===== src/rtl/regfile_mp_sp_if.sv =====
// Bundle of read, write, stack-op and status signals between the pipeline
// stages and the multi-port register file.
interface regfile_mp_sp_if #(
    parameter int DATA_W = 8,
    parameter int ADDR_W = 2
);
    logic [ADDR_W-1:0] rd_addr_a;
    logic [DATA_W-1:0] rd_data_a;
    logic [ADDR_W-1:0] rd_addr_b;
    logic [DATA_W-1:0] rd_data_b;
    logic              wr0_en;
    logic [ADDR_W-1:0] wr0_addr;
    logic [DATA_W-1:0] wr0_data;
    logic              wr1_en;
    logic [ADDR_W-1:0] wr1_addr;
    logic [DATA_W-1:0] wr1_data;
    logic [1:0]        sp_op;
    logic              flag_clr;
    logic [DATA_W-1:0] sp_out;
    logic              sp_ovf;
    logic              sp_unf;

    modport master (
        output rd_addr_a, rd_addr_b,
        output wr0_en, wr0_addr, wr0_data,
        output wr1_en, wr1_addr, wr1_data,
        output sp_op, flag_clr,
        input  rd_data_a, rd_data_b, sp_out, sp_ovf, sp_unf
    );

    modport slave (
        input  rd_addr_a, rd_addr_b,
        input  wr0_en, wr0_addr, wr0_data,
        input  wr1_en, wr1_addr, wr1_data,
        input  sp_op, flag_clr,
        output rd_data_a, rd_data_b, sp_out, sp_ovf, sp_unf
    );
endinterface


===== src/rtl/regfile_mp_sp.sv =====
// Two-read / two-write register file with an in-place stack-pointer unit,
// write-first read forwarding and sticky SP overflow/underflow flags.
module regfile_mp_sp #(
    parameter int                DATA_W   = 8,
    parameter int                NUM_REGS = 4,
    parameter int                SP_IDX   = NUM_REGS - 1,
    parameter logic [DATA_W-1:0] SP_RESET = '1
) (
    input logic              clk,
    input logic              rst,
    regfile_mp_sp_if.slave   rf
);
    localparam int ADDR_W = $clog2(NUM_REGS);

    logic [DATA_W-1:0] regs_q [NUM_REGS];
    logic [DATA_W-1:0] regs_d [NUM_REGS];
    logic              ovf_q, ovf_d;
    logic              unf_q, unf_d;

    logic [DATA_W-1:0] sp_cur;
    logic              sp_written;
    logic              push_req, pop_req;
    logic              push_do, pop_do;

    // Any explicit write to the SP register cancels the stack arithmetic,
    // including its flag side effects.
    always_comb begin
        sp_cur     = regs_q[SP_IDX];
        push_req   = (rf.sp_op == 2'b01);
        pop_req    = (rf.sp_op == 2'b10);
        sp_written = (rf.wr1_en && rf.wr1_addr == ADDR_W'(SP_IDX)) ||
                     (rf.wr0_en && rf.wr0_addr == ADDR_W'(SP_IDX));
        push_do    = push_req && !sp_written;
        pop_do     = pop_req && !sp_written;
    end

    always_comb begin
        for (int r = 0; r < NUM_REGS; r++) begin
            regs_d[r] = regs_q[r];
            if (rf.wr1_en && rf.wr1_addr == ADDR_W'(r)) begin
                regs_d[r] = rf.wr1_data;
            end else if (rf.wr0_en && rf.wr0_addr == ADDR_W'(r)) begin
                regs_d[r] = rf.wr0_data;
            end else if (r == SP_IDX && push_req) begin
                regs_d[r] = sp_cur - DATA_W'(1);
            end else if (r == SP_IDX && pop_req) begin
                regs_d[r] = sp_cur + DATA_W'(1);
            end
        end
    end

    // A set in the same cycle as flag_clr wins over the clear.
    always_comb begin
        ovf_d = (push_do && sp_cur == '0) | (ovf_q & ~rf.flag_clr);
        unf_d = (pop_do && sp_cur == SP_RESET) | (unf_q & ~rf.flag_clr);
    end

    always_ff @(posedge clk or posedge rst) begin
        if (rst) begin
            for (int r = 0; r < NUM_REGS; r++) begin
                regs_q[r] <= (r == SP_IDX) ? SP_RESET : '0;
            end
            ovf_q <= 1'b0;
            unf_q <= 1'b0;
        end else begin
            for (int r = 0; r < NUM_REGS; r++) begin
                regs_q[r] <= regs_d[r];
            end
            ovf_q <= ovf_d;
            unf_q <= unf_d;
        end
    end

    // Reads return the resolved next value; sp_out shows only stored state.
    assign rf.rd_data_a = regs_d[rf.rd_addr_a];
    assign rf.rd_data_b = regs_d[rf.rd_addr_b];
    assign rf.sp_out    = regs_q[SP_IDX];
    assign rf.sp_ovf    = ovf_q;
    assign rf.sp_unf    = unf_q;
endmodule

===== src/flat_wrapper.sv =====
// flat-port wrapper written by rule: the top's interface ports become plain ports
module regfile_mp_sp_flat 
#(
    parameter int                DATA_W   = 8,
    parameter int                NUM_REGS = 4,
    parameter int                SP_IDX   = NUM_REGS - 1,
    parameter logic [DATA_W-1:0] SP_RESET = '1
)
  (clk, rst, rf_rd_addr_a, rf_rd_addr_b, rf_wr0_en, rf_wr0_addr, rf_wr0_data, rf_wr1_en, rf_wr1_addr, rf_wr1_data, rf_sp_op, rf_flag_clr, rf_rd_data_a, rf_rd_data_b, rf_sp_out, rf_sp_ovf, rf_sp_unf);
  regfile_mp_sp_if #(.DATA_W(DATA_W)) rf_i ();
  input logic clk;
  input logic rst;
  input wire logic [$bits(rf_i.rd_addr_a)-1:0] rf_rd_addr_a;
  input wire logic [$bits(rf_i.rd_addr_b)-1:0] rf_rd_addr_b;
  input wire logic [$bits(rf_i.wr0_en)-1:0] rf_wr0_en;
  input wire logic [$bits(rf_i.wr0_addr)-1:0] rf_wr0_addr;
  input wire logic [$bits(rf_i.wr0_data)-1:0] rf_wr0_data;
  input wire logic [$bits(rf_i.wr1_en)-1:0] rf_wr1_en;
  input wire logic [$bits(rf_i.wr1_addr)-1:0] rf_wr1_addr;
  input wire logic [$bits(rf_i.wr1_data)-1:0] rf_wr1_data;
  input wire logic [$bits(rf_i.sp_op)-1:0] rf_sp_op;
  input wire logic [$bits(rf_i.flag_clr)-1:0] rf_flag_clr;
  output wire logic [$bits(rf_i.rd_data_a)-1:0] rf_rd_data_a;
  output wire logic [$bits(rf_i.rd_data_b)-1:0] rf_rd_data_b;
  output wire logic [$bits(rf_i.sp_out)-1:0] rf_sp_out;
  output wire logic [$bits(rf_i.sp_ovf)-1:0] rf_sp_ovf;
  output wire logic [$bits(rf_i.sp_unf)-1:0] rf_sp_unf;
  assign rf_i.rd_addr_a = rf_rd_addr_a;
  assign rf_i.rd_addr_b = rf_rd_addr_b;
  assign rf_i.wr0_en = rf_wr0_en;
  assign rf_i.wr0_addr = rf_wr0_addr;
  assign rf_i.wr0_data = rf_wr0_data;
  assign rf_i.wr1_en = rf_wr1_en;
  assign rf_i.wr1_addr = rf_wr1_addr;
  assign rf_i.wr1_data = rf_wr1_data;
  assign rf_i.sp_op = rf_sp_op;
  assign rf_i.flag_clr = rf_flag_clr;
  assign rf_rd_data_a = rf_i.rd_data_a;
  assign rf_rd_data_b = rf_i.rd_data_b;
  assign rf_sp_out = rf_i.sp_out;
  assign rf_sp_ovf = rf_i.sp_ovf;
  assign rf_sp_unf = rf_i.sp_unf;
  regfile_mp_sp #(.DATA_W(DATA_W), .NUM_REGS(NUM_REGS), .SP_IDX(SP_IDX), .SP_RESET(SP_RESET)) u_core (.clk(clk), .rst(rst), .rf(rf_i));
endmodule

===== config.mk =====
export PLATFORM = sky130hd
export DESIGN_NAME = regfile_mp_sp_flat
export DESIGN_NICKNAME = d
export VERILOG_FILES = /design/src/rtl/regfile_mp_sp_if.sv /design/src/rtl/regfile_mp_sp.sv /design/src/flat_wrapper.sv
export SDC_FILE = /design/constraint.sdc
export NUM_CORES = 1
export LEC_CHECK = 0
export ABC_AREA = 1
export CORE_ASPECT_RATIO = 1.1
export CORE_MARGIN = 3
export CORE_UTILIZATION = 52
export CTS_CLUSTER_SIZE = 14
export DETAILED_ROUTE_END_ITERATION = 7
export GPL_TIMING_DRIVEN = 0
export HOLD_SLACK_MARGIN = 0.08
export PLACE_DENSITY = 0.91
export SYNTH_ARGS = -nofsm -noshare
export SYNTH_HDL_FRONTEND = slang
export SYNTH_SLANG_ARGS = --single-unit

===== constraint.sdc =====
create_clock -name clk -period 2.2 [get_ports clk]
set_input_delay 0.44 -clock clk [delete_from_list [all_inputs] [get_ports clk]]
set_output_delay 0.44 -clock clk [all_outputs]
set_load 0.1 [all_outputs]

# ---- Yosys cells after proc, flatten, opt, wreduce, memory -nomap -nowiden
# Cells that the tools add are included.
# W data, S select, Z words.
dict set report classes {
  muxes 16
  order_cmp 2
  n_reduce_logical 17
  addsub 2
  bitwise 7
  eq_ne 9
}
# op count
set ops {}
lappend ops {{$mux W8} 14}
lappend ops {{$bmux W8 S2} 2}
lappend ops {{$logic_and A1 B1 Y1} 12}
lappend ops {{$eq A2 B2 Y1 const B} 5}
lappend ops {{$add A8 B1 Y8 const B} 1}
lappend ops {{$eq A8 B8 Y1 const B} 1}
lappend ops {{$logic_not A8 Y1} 1}
lappend ops {{$sub A8 B1 Y8 const B} 1}
lappend ops {{$eq A2 B1 Y1 const B} 3}
lappend ops {{$ge A3 B3 Y1 const B} 2}
lappend ops {{$not A2 Y3} 2}
lappend ops {{$logic_not A2 Y1} 2}
lappend ops {{$and A1 B1 Y1} 2}
lappend ops {{$or A1 B1 Y1} 2}
lappend ops {{$logic_not A1 Y1} 1}
lappend ops {{$logic_or A1 B1 Y1} 1}
lappend ops {{$not A1 Y1} 1}
dict set report word_totals {
  output_inout_bits 26
  reg_bits 34
  wordCells 59
  in_bits 31
}

# ---- Longest topological paths before layout
# Gate-level depths: netlist (run 1).
dict set report logic_depth {
  depth_word 8
  depth_mapped 11
  depth_no_buf 11
}

# ---- Worst setup path after synthesis (run 1)
# No wires, ideal clock.
dict set report synth_timing {
  path_kind {reg2out}
  from {register u_core.regs_q (netlist bit u_core.rf.sp_out[0])}
  to {output port rf_rd_data_a[6]}
  slack_ns -0.256
  path_buffers 0
  path_stages_with_launch 12
  required_ns 1.760
  t_arrival_ns 2.016
  path_cell_list {dfstp_2 -> inv_1 -> ha_1 -> nand3_1 -> o21ai_0 -> nand2_1 -> nand2_1 -> nand3_1 -> nand2_1 -> nand3_1 -> nand2_1 -> nand2_1}
}
dict set report synth_via {
  elab_chain_cells 8
  elab_cells_between_ends 9
  cone_classes {add/sub: 2; mux: 7}
}
# item line
set synth_lines {}
lappend synth_lines {{from (decl)} regfile_mp_sp.sv:15} ;# logic [DATA_W-1:0] regs_q [NUM_REGS];
lappend synth_lines {{from (signal, indexed assignment)} regfile_mp_sp.sv:61} ;# regs_q[r] <= (r == SP_IDX) ? SP_RESET : '0;
lappend synth_lines {{from (signal, indexed assignment)} regfile_mp_sp.sv:67} ;# regs_q[r] <= regs_d[r];
lappend synth_lines {{$add A8 B1 Y8} regfile_mp_sp.sv:47} ;# regs_d[r] = sp_cur + DATA_W'(1);
lappend synth_lines {{$mux W8} regfile_mp_sp.sv:46} ;# end else if (r == SP_IDX && pop_req) begin
lappend synth_lines {{$mux W8 (*)} regfile_mp_sp.sv:44} ;# end else if (r == SP_IDX && push_req) begin
lappend synth_lines {{$mux W8 (*)} regfile_mp_sp.sv:42} ;# end else if (rf.wr0_en && rf.wr0_addr == ADDR_W'(r)) begin
lappend synth_lines {{$mux W8 (*)} regfile_mp_sp.sv:40} ;# if (rf.wr1_en && rf.wr1_addr == ADDR_W'(r)) begin
lappend synth_lines {{$bmux W8 S2 (*)} regfile_mp_sp.sv:75} ;# assign rf.rd_data_a = regs_d[rf.rd_addr_a];
lappend synth_lines {{$mux W8 (implied by the code) (*) (2 in series)} regfile_mp_sp.sv:75}
lappend synth_lines {{to (decl)} flat_wrapper.sv:23} ;# output wire logic [$bits(rf_i.rd_data_a)-1:0] rf_rd_data_a;
# Every way passes the cells marked *; elsewhere a longest branch is shown, timed or not. The select of a mux whose other input is x is not followed.

# ---- Worst setup path after layout (run 1)
dict set report layout_timing {
  from {register u_core.regs_q (netlist bit u_core.rf.sp_out[1])}
  to {output port rf_rd_data_a[1]}
}
# Same word-level chain as after synthesis.

==> results of run 1 <==
[report_power, final]
part           total (mW)  switching (mW)  internal (mW)
Clock               0.513           0.260          0.253
Sequential          0.900           0.113          0.787
Combinational        2.42            1.57          0.849
Total                3.83            1.94           1.89
[what timing repair did]
action	4_1_cts	5_1_grt
pin swaps	19	12
cloned	2	0
gates resized for setup	240	21
endpoints found under the setup margin	26	17
setup buffers	16	3
[critical path: stages (launching register included)]
cell and delay, ns:
dfstp_2 0.58, inv_2 0.08, ha_4 0.27, nand2_1 0.05, o21ai_1 0.09, nand3_2 0.10, o211ai_4 0.10, nand2_1 0.09
o211ai_1 0.14, nand2_4 0.09, buf_12 0.17
[layout by cell type (no fill, tap or decap), types with 4 or more instances in the layout]
cell | netlist | final
o21ai_0 | 18 | 7
nand3_1 | 50 | 41
o211ai_1 | 10 | 10
nand2_4 | 0 | 6
o21ai_2 | 5 | 12
nand3_2 | 3 | 8
nor2_1 | 17 | 13
nand3_4 | 0 | 4
nor2_2 | 0 | 4
buf_12 | 0 | 15
clkdlybuf4s50_1 | 0 | 20
dfrtp_1 | 26 | 26
o211ai_2 | 11 | 10
dfstp_2 | 8 | 8
nand2_1 | 141 | 114
inv_2 | 4 | 9
clkdlybuf4s15_2 | 0 | 11
dlygate4sd2_1 | 0 | 4
o21ai_1 | 7 | 11
inv_1 | 51 | 45
clkbuf_8 | 0 | 6
buf_6 | 3 | 8
o21a_2 | 5 | 5
buf_4 | 8 | 26
a21oi_1 | 18 | 17
buf_2 | 12 | 9
a21oi_2 | 4 | 5
nand2_2 | 7 | 28
[registers in the layout, indices dropped and copies added, names as in the netlist]
name	flops
u_core.rf.sp_unf	1
u_core.rf.sp_ovf	1
u_core.rf.sp_out	8
u_core.regs_q	24
[synth_stat cells (2+ instances only)]
cell / instances / area (µm²)
o21a_2: 5 / 43.8
o32ai_1: 2 / 17.5
dfrtp_1: 26 / 651
o211ai_2: 11 / 138
nor3_4: 2 / 32.5
nand2_1: 141 / 529
nand3_2: 3 / 30.0
nand3_1: 50 / 250
dfstp_2: 8 / 210
buf_4: 8 / 60.1
o21ai_2: 5 / 43.8
a21oi_1: 18 / 90.1
o211ai_1: 10 / 75.1
clkinv_1: 2 / 7.51
a21oi_2: 4 / 35.0
buf_6: 3 / 33.8
buf_2: 12 / 60.1
nand2_2: 7 / 43.8
nor2_1: 17 / 63.8
inv_2: 4 / 15.0
inv_1: 51 / 191
o21ai_1: 7 / 35.0
o21ai_0: 18 / 90.1
nand4_1: 2 / 12.5
ha_1: 3 / 37.5
[cells by family (layout without fill, tap and decap cells)]
group	Yosys count	after routing
and+or+nand+nor	222	222
AOI/OAI and AO/OA	80	80
buffers and inverters	80	163
DFF	34	34
adders and majority gates	3	3
xor gates and xnor gates	1	1
[routing by layer]
metal  track usage  wire length (µm)
met5             0                 0
met4         0.185               621
met3        0.0748              1130
met2         0.571              5040
met1         0.368              3580
[layout make-up]
cell class                 count  area share
tap                           72      0.0217
multi-input combinational    306       0.439
timing repair buffer          75       0.215
sequential                    34       0.207
inverter                      57      0.0521
buffer                        23      0.0430
clock inverter                 1     0.00120
clock buffer                   7      0.0208
[worst max-delay path by stage]
stage | cells after the start | from | slack, ns | end
2_1_floorplan | 11 | u_core.rf.sp_out[0] | -0.003 | rf_rd_data_a[6]
3_3_place_gp | 9 | rf_wr1_addr[0] | -1.52 | rf_rd_data_b[1]
3_5_place_dp | 9 | rf_wr1_addr[0] | -1.55 | rf_rd_data_a[1]
4_1_cts | 10 | u_core.rf.sp_out[0] | -0.26 | rf_rd_data_b[1]
5_1_grt | 11 | u_core.rf.sp_out[1] | -0.39 | rf_rd_data_b[3]
6_report | 10 | u_core.rf.sp_out[1] | -0.31 | rf_rd_data_a[1]
[per-stage QoR]
stage / setup WS (ns) / instances / power [mW]
floorplan: -0.00326 / 420 / 2.38
global placement: -1.52 / 546 / 2.77
detailed placement: -1.55 / 546 / 2.81
CTS: -0.259 / 572 / 3.62
global route: -0.390 / 575 / 3.97
finish: -0.308 / 575 / 3.83
==> impl_metrics.sql, run 1 <==
INSERT INTO impl_metrics (metric_group, metric, value, unit) VALUES
('sta', 'hold_slack', '0.530', 'ns'),
('finish', 'total_of_fill_cells_in_the_finished_design', '290', ''),
('placement', 'gp_routability_congestion', '0.930', ''),
('placement', 'portBuffers', '54', ''),
('floorplan', 'effective_utilization_at_floorplan', '0.550', ''),
('global_routing', 'grt_first_pass_wirelength', '16800', 'µm'),
('sta', 'fin_skew', '0.00216', 'ns'),
('clock_network', 'total_cts_buffers', '5', ''),
('clock_network', 'clock_sinks', '34', ''),
('clock_network', 'clk_root_buffer_cell', 'clkbuf_8', ''),
('floorplan', 'die-area', '6310', 'µm²'),
('setup_path', 'endpoint_kind', 'primary output', ''),
('sta', 'final_min_period_over_clock_period', '1.14', ''),
('finish', 'fraction_of_layout_cells_with_a_size_suffix_above_1', '0.368', ''),
('synthesis', 'yosys_warnings', '0', ''),
('finish', 'multiInputGateArea', '1830', 'µm²'),
('synthesis', 'synthAdderAreaFrac', '0.0134', ''),
('sta', 'period_needed', '2.51', 'ns'),
('pwr', 'total_leakage_power', '2.04', 'nW'),
('setup_path', 'worst-r2r-setup-slack', '-0.13', 'ns'),
('hold_path', 'hold_path_startpoint', 'u_core.rf.sp_unf', ''),
('drt', 'wl_per_cell', '18.0', 'µm'),
('finish', 'antenna_cells', '0', ''),
('synthesis', 'synth-edff-count', '0', ''),
('sta', 'unrepaired_setup_endpoints_after_global_routing', 'true', ''),
('global_routing', 'grt_start_max_net_pins', '35', ''),
('setup_path', 'critical_path_peak_fanout', '4', ''),
('placement', 'dp_hpwl', '6120', 'µm'),
('sta', 'setup_total_neg_slack', '-4.32', 'ns'),
('placement', 'placed_area', '3490', 'µm²'),
('clock_network', 'clk_pin_slew', '0.08', 'ns'),
('synthesis', 'synth_seq_area_share', '0.307', ''),
('drt', 'totalWireLength', '10400', 'µm'),
('global_routing', 'grt_pass1_vias', '3545', ''),
('synthesis', 'postSynthAreaPerCell', '6.68', 'µm²'),
('synthesis', 'ys_async_sr_fraction', '1.00', ''),
('floorplan', 'io_pins', '57', ''),
('finish', 'fin_util', '0.815', ''),
('synthesis', 'fraction_of_the_mapped_netlist_area_in_simple_logic_gates', '0.343', ''),
('sta', 'timing.fmax', '0.399', 'GHz'),
('synthesis', 'synth-compound-area-share', '0.202', ''),
('setup_path', 'crit-reg2reg-capture', 'u_core.rf.sp_out[0]', ''),
('clock_network', 'clkLatencyLatePin', '0.30', 'ns'),
('synthesis', 'cell_area_after_synthesis', '2810', 'µm²'),
('setup_path', 'worst_ep_arrival_time', '2.07', 'ns'),
('floorplan', 'floorplan.die.width', '76.0', 'µm'),
('synthesis', 'combinational_family_with_the_most_area_after_synthesis', 'simple AND/OR/NAND/NOR gates', ''),
('finish', 'nNetsFinal', '536', ''),
('sta', 'slew_of_the_pin_with_the_lowest_slew_margin', '0.957', 'ns'),
('hold_path', 'holdPathEnd', 'u_core.rf.sp_unf', ''),
('clock_network', 'tritoncts', 'yes', ''),
('status', 'violations_in_the_final_reports', 'setup timing', ''),
('setup_path', 'timing_worst_setup_path_type', 'reg2out', ''),
('synthesis', 'ys_types', '26', ''),
('drt', 'ant_nets', '0', ''),
('synthesis', 'mappedNetlistNets', '454', ''),
('clock_network', 'cts_hold_repair.buffers', '0', ''),
('sta', 'finalSetupViolCount', '17', ''),
('floorplan', 'dieHeight', '83.0', 'µm'),
('setup_path', 'critPathLaunchType', 'flip-flop', ''),
('drt', 'detailroute.via_count', '3520', ''),
('global_routing', 'grt_overflow', '0', ''),
('sta', 'fin_ws', '-0.308', 'ns'),
('sta', 'final_hold_viol_count', '0', ''),
('clock_network', 'cts.path.max_buffers', '2', ''),
('floorplan', 'core_area', '5100', 'µm²'),
('synthesis', 'yosys-mux-area-fraction', '0', ''),
('setup_path', 'reg2reg_start', 'u_core.rf.sp_out[0]', ''),
('status', 'outcome', 'finished, violations left', ''),
('global_routing', 'grt_antenna_before_repair', '0', ''),
('synthesis', 'synth_cells', '420', '');
Power figures use the tool's default switching activity.
==> run 2: changes to the inputs <==
Settings changed: ABC_CLOCK_PERIOD_IN_PS from default to 2200, CORE_ASPECT_RATIO 1.1 to 0.75, CORE_UTILIZATION 52 to 45, PLACE_DENSITY 0.91 to 0.81.
==> run 2 against run 1 <==
Compared with the run above:
- via count fell by 8.9%
- final area rose by 1.6%
- combinational power barely moved
- sequential cell count did not move
- first-iteration DRC count fell by 13%
- worst hold slack improved by 0.0092 ns
- sequential share of layout area fell by 0.33 points
- critical endpoint is now rf_rd_data_b[5]
- count of clock-buffer cells in the layout did not move
- the flow still finishes with violations (setup timing)
- clock power rose by 20%
- largest power group unchanged
- power rose by 2.7%
==> impl_metrics.sql, run 2 (same netlist as run 1, synthesis figures left out) <==
INSERT INTO impl_metrics (metric_group, metric, value, unit) VALUES
('drt', 'number_of_iterations_in_the_first_detailed_routing_pass', '6', ''),
('drt', 'drt_drc_violations_left', '0', ''),
('hold_path', 'worst_hold_path.num_cells', '2', ''),
('global_routing', 'grt_use_total', '0.249', ''),
('drt', 'ant_nets', '0', ''),
('placement', 'placed_area', '3530', 'µm²'),
('setup_path', 'timing_worst_setup_path_type', 'reg2out', ''),
('finish', 'registers.top_by_ff_count', 'u_core.regs_q', ''),
('finish', 'layout.cells.most_common_list', '111 x nand2_1, 46 x inv_1, 37 x nand3_1, 33 x nand2_2, 26 x dfrtp_1', ''),
('setup_path', 'endpoint_kind', 'primary output', ''),
('pwr', 'irDropWorstVdd', '659', 'µV'),
('setup_path', 'worst_ep_arrival_time', '2.12', 'ns'),
('clock_network', 'htreeDepth', '2', ''),
('sta', 'slew_of_the_pin_with_the_lowest_slew_margin', '0.955', 'ns'),
('clock_network', 'clock_sinks', '34', ''),
('sta', 'final_hold_viol_count', '0', ''),
('drt', 'detailroute.via_count', '3208', ''),
('drt', 'drt_iter0_drc', '336', ''),
('finish', 'antenna_cells', '0', ''),
('sta', 'fin_ws', '-0.363', 'ns'),
('finish', 'nNetsFinal', '531', ''),
('sta', 'final_min_period_over_clock_period', '1.17', ''),
('run', 'cap_violations', '0', ''),
('status', 'outcome', 'finished, violations left', ''),
('floorplan', 'floorplan.die.width', '97.2', 'µm'),
('sta', 'setup_total_neg_slack', '-4.31', 'ns'),
('clock_network', 'clkLatencyLatePin', '0.29', 'ns'),
('clock_network', 'total_cts_buffers', '5', ''),
('global_routing', 'grt_antenna_before_repair', '0', ''),
('sta', 'slew_violations', '0', ''),
('clock_network', 'cts_hold_repair.buffers', '0', ''),
('finish', 'finalInstanceArea', '4220', 'µm²'),
('floorplan', 'die-area', '7230', 'µm²'),
('floorplan', 'io_pins', '57', ''),
('clock_network', 'cts.path.max_buffers', '2', ''),
('clock_network', 'clk_root_buffer_cell', 'clkbuf_8', ''),
('drt', 'wl_per_cell', '16.1', 'µm'),
('finish', 'fraction_of_layout_cells_with_a_size_suffix_above_1', '0.380', ''),
('setup_path', 'number_of_cell_instances_on_the_worst_register_to_register_path', '9', ''),
('hold_path', 'timing.hold.worst.class', 'reg2reg', ''),
('setup_path', 'critical_path_peak_fanout', '4', ''),
('drt', 'number_of_vias_per_cell', '5.57', ''),
('pwr', 'total_leakage_power', '2.04', 'nW'),
('finish', 'layout-area-overhead-vs-synth', '50.6', '%'),
('global_routing', 'grt_pass1_vias', '2922', ''),
('sta', 'timing.fmax', '0.390', 'GHz'),
('sta', 'finalSetupViolCount', '16', ''),
('clock_network', 'tritoncts', 'yes', ''),
('floorplan', 'core_area', '5920', 'µm²'),
('placement', 'gp_routability_congestion', '0.885', ''),
('finish', 'largest_register_ffs', '24', ''),
('finish', 'total_of_fill_cells_in_the_finished_design', '430', ''),
('status', 'violations_in_the_final_reports', 'setup timing', ''),
('placement', 'dp_hpwl', '6230', 'µm'),
('global_routing', 'grt_overflow', '0', ''),
('floorplan', 'rows', '24', ''),
('placement', 'post_place_setup_slack', '-1.55', 'ns'),
('setup_path', 'required', '1.76', 'ns'),
('sta', 'slew-limit-headroom', '0.366', ''),
('placement', 'portBuffers', '54', ''),
('drt', 'totalWireLength', '9290', 'µm'),
('setup_path', 'critPathLaunchType', 'flip-flop', ''),
('floorplan', 'dieHeight', '74.4', 'µm'),
('pwr', 'total_power_density_per_cell_area', '931', 'nW/µm²'),
('floorplan', 'effective_utilization_at_floorplan', '0.474', ''),
('global_routing', 'grt_first_pass_wirelength', '14300', 'µm'),
('sta', 'period_needed', '2.56', 'ns'),
('sta', 'unrepaired_setup_endpoints_after_global_routing', 'true', ''),
('finish', 'final_common_cell', 'nand2_1', ''),
('clock_network', 'clk_pin_slew', '0.07', 'ns'),
('global_routing', 'grt_start_max_net_pins', '19', ''),
('sta', 'fin_skew', '0.00512', 'ns');
run 2: cell types whose count changed in the layout (fill, tap and decap cells not counted), moves of 4 or more:
| cell | change |
|---|---|
| nand2_2 | +5 |
| o21ai_2 | +4 |
| o21ai_1 | -5 |
| nor2_2 | -4 |
| nand3_1 | -4 |
| buf_4 | -8 |
| nand3_2 | +4 |
run 2: what timing repair did:
action / CTS / global route
gates resized for setup: 242 / 28
gates cloned: 1 / 0
pin swaps: 16 / 13
setup endpoints to repair: 26 / 16
endpoints found under the hold margin: 0 / 0
buffers inserted: 11 / 3
run 2: area by class of cell:
class                           count  area (µm²)  share of cell area
Sequential cell                    34         861               0.204
Buffer                             23         173              0.0409
Clock buffer                        7        86.3              0.0204
Tap cell                           78        97.6              0.0231
Timing Repair Buffer               70         877               0.208
Clock inverter                      1        30.0             0.00711
Multi-Input combinational cell    306        1880               0.444
Inverter                           57         223              0.0527
run 2: power breakdown:
| group | leakage, nW | total [mW] | internal [mW] | switching, mW |
|---|---|---|---|---|
| Combinational | 1.58 | 2.40 | 0.847 | 1.55 |
| Clock | 0.0585 | 0.614 | 0.370 | 0.244 |
| Sequential | 0.401 | 0.918 | 0.788 | 0.130 |
| Total | 2.04 | 3.93 | 2.01 | 1.93 |
run 2: path summary, 6_finish.rpt:
path	end	startpoint	slack, ns
worst max-delay path	rf_rd_data_b[5]	u_core.rf.sp_out[1]	-0.36
worst min-delay path	u_core.rf.sp_ovf	u_core.rf.sp_ovf	0.54
worst max register to register	u_core.rf.sp_out[2]	u_core.rf.sp_out[0]	0.51
worst min register to register	u_core.rf.sp_ovf	u_core.rf.sp_ovf	0.54
max in group asynchronous	u_core.rf.sp_out[4]	rst	0.91
min in group asynchronous	u_core.regs_q[25]	rst	0.63
run 2: routing by layer:
layer | up-vias | wire, µm | track usage
met1 | 1489 | 4070 | 0.341
li1 | 1511 | - | -
met2 | 192 | 4240 | 0.405
met3 | 16 | 858 | 0.0469
met5 | - | 0 | 0
met4 | 0 | 123 | 0.0826
run 2: critical path, stage by stage, from the launching register on:
cell	delay, ns
dfstp_2	0.62
buf_6	0.13
nand2_1	0.05
nor2_1	0.11
nand2_1	0.09
o21ai_2	0.10
nand2_1	0.08
nand2_1	0.06
nand3_1	0.08
nand2_2	0.12
nand3_2	0.09
nand2_2	0.09
nand2_2	0.06
buf_12	0.16
run 2: metrics by stage:
| stage | hold WS [ns] | power [mW] | utilization | cells |
|---|---|---|---|---|
| 3_3_place_gp | 0.511 | 2.78 | 0.591 | 552 |
| 5_1_grt | 0.553 | 4.11 | 0.714 | 576 |
| 3_5_place_dp | 0.524 | 2.82 | 0.596 | 553 |
| 4_1_cts | 0.530 | 3.75 | 0.691 | 573 |
| 6_report | 0.539 | 3.93 | 0.714 | 576 |
| 2_1_floorplan | 0.506 | 2.38 | - | 420 |
==> run 3: changes to the inputs <==
Settings changed: DONT_BUFFER_PORTS from default to 1, PLACE_DENSITY 0.81 to 0.7.
==> run 3 against run 2 <==
Compared with the run above:
- the flow still finishes with violations (setup timing)
- die area stayed put
- count of clock-buffer cells in the layout stayed put
- combinational power is 15% lower
- setup slack better by 0.073 ns
- routed wire length is 7.1% lower
- critical path depth is 4 lower
- via count is 11% lower
- sequential cell count stayed put
- final area is 18% lower
==> impl_metrics.sql, run 3 (same netlist as run 1, synthesis figures left out) <==
INSERT INTO impl_metrics (metric_group, metric, value, unit) VALUES
('status', 'outcome', 'finished, violations left', ''),
('status', 'violations_in_the_final_reports', 'setup timing', ''),
('finish', 'registers.top_by_ff_count', 'u_core.regs_q', ''),
('floorplan', 'io_pins', '57', ''),
('setup_path', 'cp.buffers_inverters', '1', ''),
('hold_path', 'timing.hold.worst.class', 'in2async', ''),
('clock_network', 'total_cts_buffers', '5', ''),
('clock_network', 'clk_root_buffer_cell', 'clkbuf_8', ''),
('finish', 'antenna_cells', '0', ''),
('finish', 'layout.cells.most_common_list', '108 x nand2_1, 48 x inv_1, 39 x nand3_1, 26 x dfrtp_1, 19 x nand2_2', ''),
('sta', 'slew-limit-headroom', '0.399', ''),
('floorplan', 'core_area', '5920', 'µm²'),
('clock_network', 'htreeDepth', '2', ''),
('setup_path', 'timing_worst_setup_path_type', 'reg2out', ''),
('floorplan', 'floorplan.die.width', '97.2', 'µm'),
('setup_path', 'critPathLaunchType', 'flip-flop', ''),
('global_routing', 'grt_overflow', '0', ''),
('sta', 'final_min_period_over_clock_period', '1.13', ''),
('global_routing', 'grt_pass1_vias', '2844', ''),
('setup_path', 'critical_path_peak_fanout', '5', ''),
('sta', 'slew_of_the_pin_with_the_lowest_slew_margin', '0.901', 'ns'),
('sta', 'fin_ws', '-0.290', 'ns'),
('sta', 'fin_skew', '0.00163', 'ns'),
('setup_path', 'timing.critical_path.from', 'u_core.rf.sp_out[0]', ''),
('setup_path', 'cell_with_the_largest_stage_delay_on_the_worst_path', 'dfstp_2', ''),
('setup_path', 'cp_slowest_stage_delay', '0.60', 'ns'),
('sta', 'period_needed', '2.49', 'ns'),
('sta', 'final_hold_viol_count', '0', ''),
('global_routing', 'grt_start_max_net_pins', '35', ''),
('clock_network', 'cts.path.max_buffers', '2', ''),
('drt', 'detailroute.via_count', '2850', ''),
('drt', 'number_of_vias_per_cell', '5.53', ''),
('pwr', 'total_leakage_power', '1.68', 'nW'),
('setup_path', 'cells_traversed_along_the_worst_timing_path', 'inv_4 > ha_4 > nand2_2 > o21ai_2 > nand3_2 > o211ai_4 > nand2_1 > o211ai_1 > nand2_4', ''),
('placement', 'placed_area', '2960', 'µm²'),
('finish', 'layout-area-overhead-vs-synth', '23.2', '%'),
('placement', 'post_place_setup_slack', '-0.243', 'ns'),
('drt', 'drt_drc_violations_left', '0', ''),
('finish', 'fraction_of_layout_cells_with_a_size_suffix_above_1', '0.332', ''),
('setup_path', 'endpoint_kind', 'primary output', ''),
('clock_network', 'clkLatencyLatePin', '0.29', 'ns'),
('finish', 'total_of_fill_cells_in_the_finished_design', '548', ''),
('sta', 'unrepaired_setup_endpoints_after_global_routing', 'true', ''),
('setup_path', 'worst_ep_arrival_time', '2.05', 'ns'),
('setup_path', 'required', '1.76', 'ns'),
('pwr', 'irDropWorstVdd', '333', 'µV'),
('pwr', 'total_power_density_per_cell_area', '990', 'nW/µm²'),
('setup_path', 'crit_family', 'flip-flops', ''),
('global_routing', 'grt_use_total', '0.238', ''),
('sta', 'slew_violations', '0', ''),
('sta', 'timing.fmax', '0.402', 'GHz'),
('pwr', 'power', '3.42', 'mW'),
('clock_network', 'tritoncts', 'yes', ''),
('clock_network', 'clk_pin_slew', '0.08', 'ns'),
('placement', 'portBuffers', '0', ''),
('drt', 'totalWireLength', '8630', 'µm'),
('finish', 'finalInstanceArea', '3460', 'µm²'),
('floorplan', 'die-area', '7230', 'µm²'),
('drt', 'drt_iter0_drc', '211', ''),
('finish', 'largest_register_ffs', '24', ''),
('floorplan', 'dieHeight', '74.4', 'µm'),
('global_routing', 'grt_antenna_before_repair', '0', ''),
('finish', 'nNetsFinal', '470', ''),
('placement', 'gp_routability_congestion', '0.923', ''),
('placement', 'dp_hpwl', '6150', 'µm'),
('clock_network', 'clock_sinks', '34', ''),
('clock_network', 'cts_hold_repair.buffers', '0', ''),
('drt', 'wl_per_cell', '16.8', 'µm'),
('finish', 'fin_util', '0.584', ''),
('drt', 'number_of_iterations_in_the_first_detailed_routing_pass', '5', ''),
('run', 'cap_violations', '0', ''),
('sta', 'finalSetupViolCount', '16', ''),
('floorplan', 'effective_utilization_at_floorplan', '0.474', ''),
('global_routing', 'grt_first_pass_wirelength', '13600', 'µm'),
('setup_path', 'reg2reg_start', 'u_core.rf.sp_out[0]', ''),
('drt', 'ant_nets', '0', ''),
('floorplan', 'rows', '24', ''),
('finish', 'final_common_cell', 'nand2_1', '');
==> run 3: cell types whose count changed in the layout (fill, tap and decap cells not counted), moves of 7 or more <==
cell,delta
buf_6,-7
nand2_8,+10
nand2_4,+7
nand2_2,-14
clkdlybuf4s50_1,-20
clkdlybuf4s15_2,-12
buf_12,-17
==> run 3: worst paths after layout <==
check                                      end  slack (ns)  depth (start not counted)
min                          u_core.regs_q[25]        0.17                          1
max in group asynchronous    u_core.regs_q[14]        1.54                          1
min reg2reg                  u_core.regs_q[20]        0.54                          2
min in group clk              u_core.rf.sp_ovf        0.23                          1
max reg2reg                u_core.rf.sp_out[2]        0.54                          9
max                            rf_rd_data_b[1]       -0.29                          9
==> run 3: cell type report <==
type	instances	area [µm²]	area share
plain buffers	23	154	0.0445
clock buffers	7	86.3	0.0250
clock inverters	1	5.00	0.00145
inverters	57	216	0.0626
multi-input cells	306	1970	0.570
flip-flops and latches	34	861	0.249
well taps	78	97.6	0.0282
repair buffers	9	67.6	0.0196
==> run 3: stage by stage <==
step	hold WS, ns	TNS (ns)	instances
after floorplan	0.506	-0.00326	420
after global placement	0.518	-2.08	498
after detailed placement	0.511	-2.51	498
after CTS	0.197	-2.79	511
after global routing	0.223	-4.59	515
final	0.170	-3.01	515
==> run 3: worst reg2reg max path, cell delays in order, from the launching register on <==
cell      delay (ns)
dfstp_2         0.60
inv_4           0.08
ha_4            0.17
nand3_2         0.08
nand2_1         0.08
o211ai_1        0.18
nand2_1         0.09
inv_2           0.13
buf_4           0.12
buf_4           0.09
==> run 3: timing repair <==
action                                  CTS  global route
pin swaps                                17            20
endpoints found under the hold margin     0             0
endpoints found under the setup margin   16            16
buffers inserted                          5             4
gates cloned                              0             0
resized for setup                        56            21
==> run 3: layer usage <==
metal | GRT usage | wire [µm] | vias to the layer above
li1 | - | - | 1393
met1 | 0.312 | 3880 | 1327
met2 | 0.391 | 3850 | 114
met3 | 0.0562 | 755 | 16
met4 | 0.0903 | 148 | 0
met5 | 0 | 0 | -
==> run 3: where the power goes <==
| part | total, mW | switching [mW] | internal [mW] |
|---|---|---|---|
| combinational | 2.03 | 1.49 | 0.538 |
| sequential | 0.898 | 0.111 | 0.787 |
| clock | 0.498 | 0.245 | 0.253 |
| total | 3.42 | 1.84 | 1.58 |
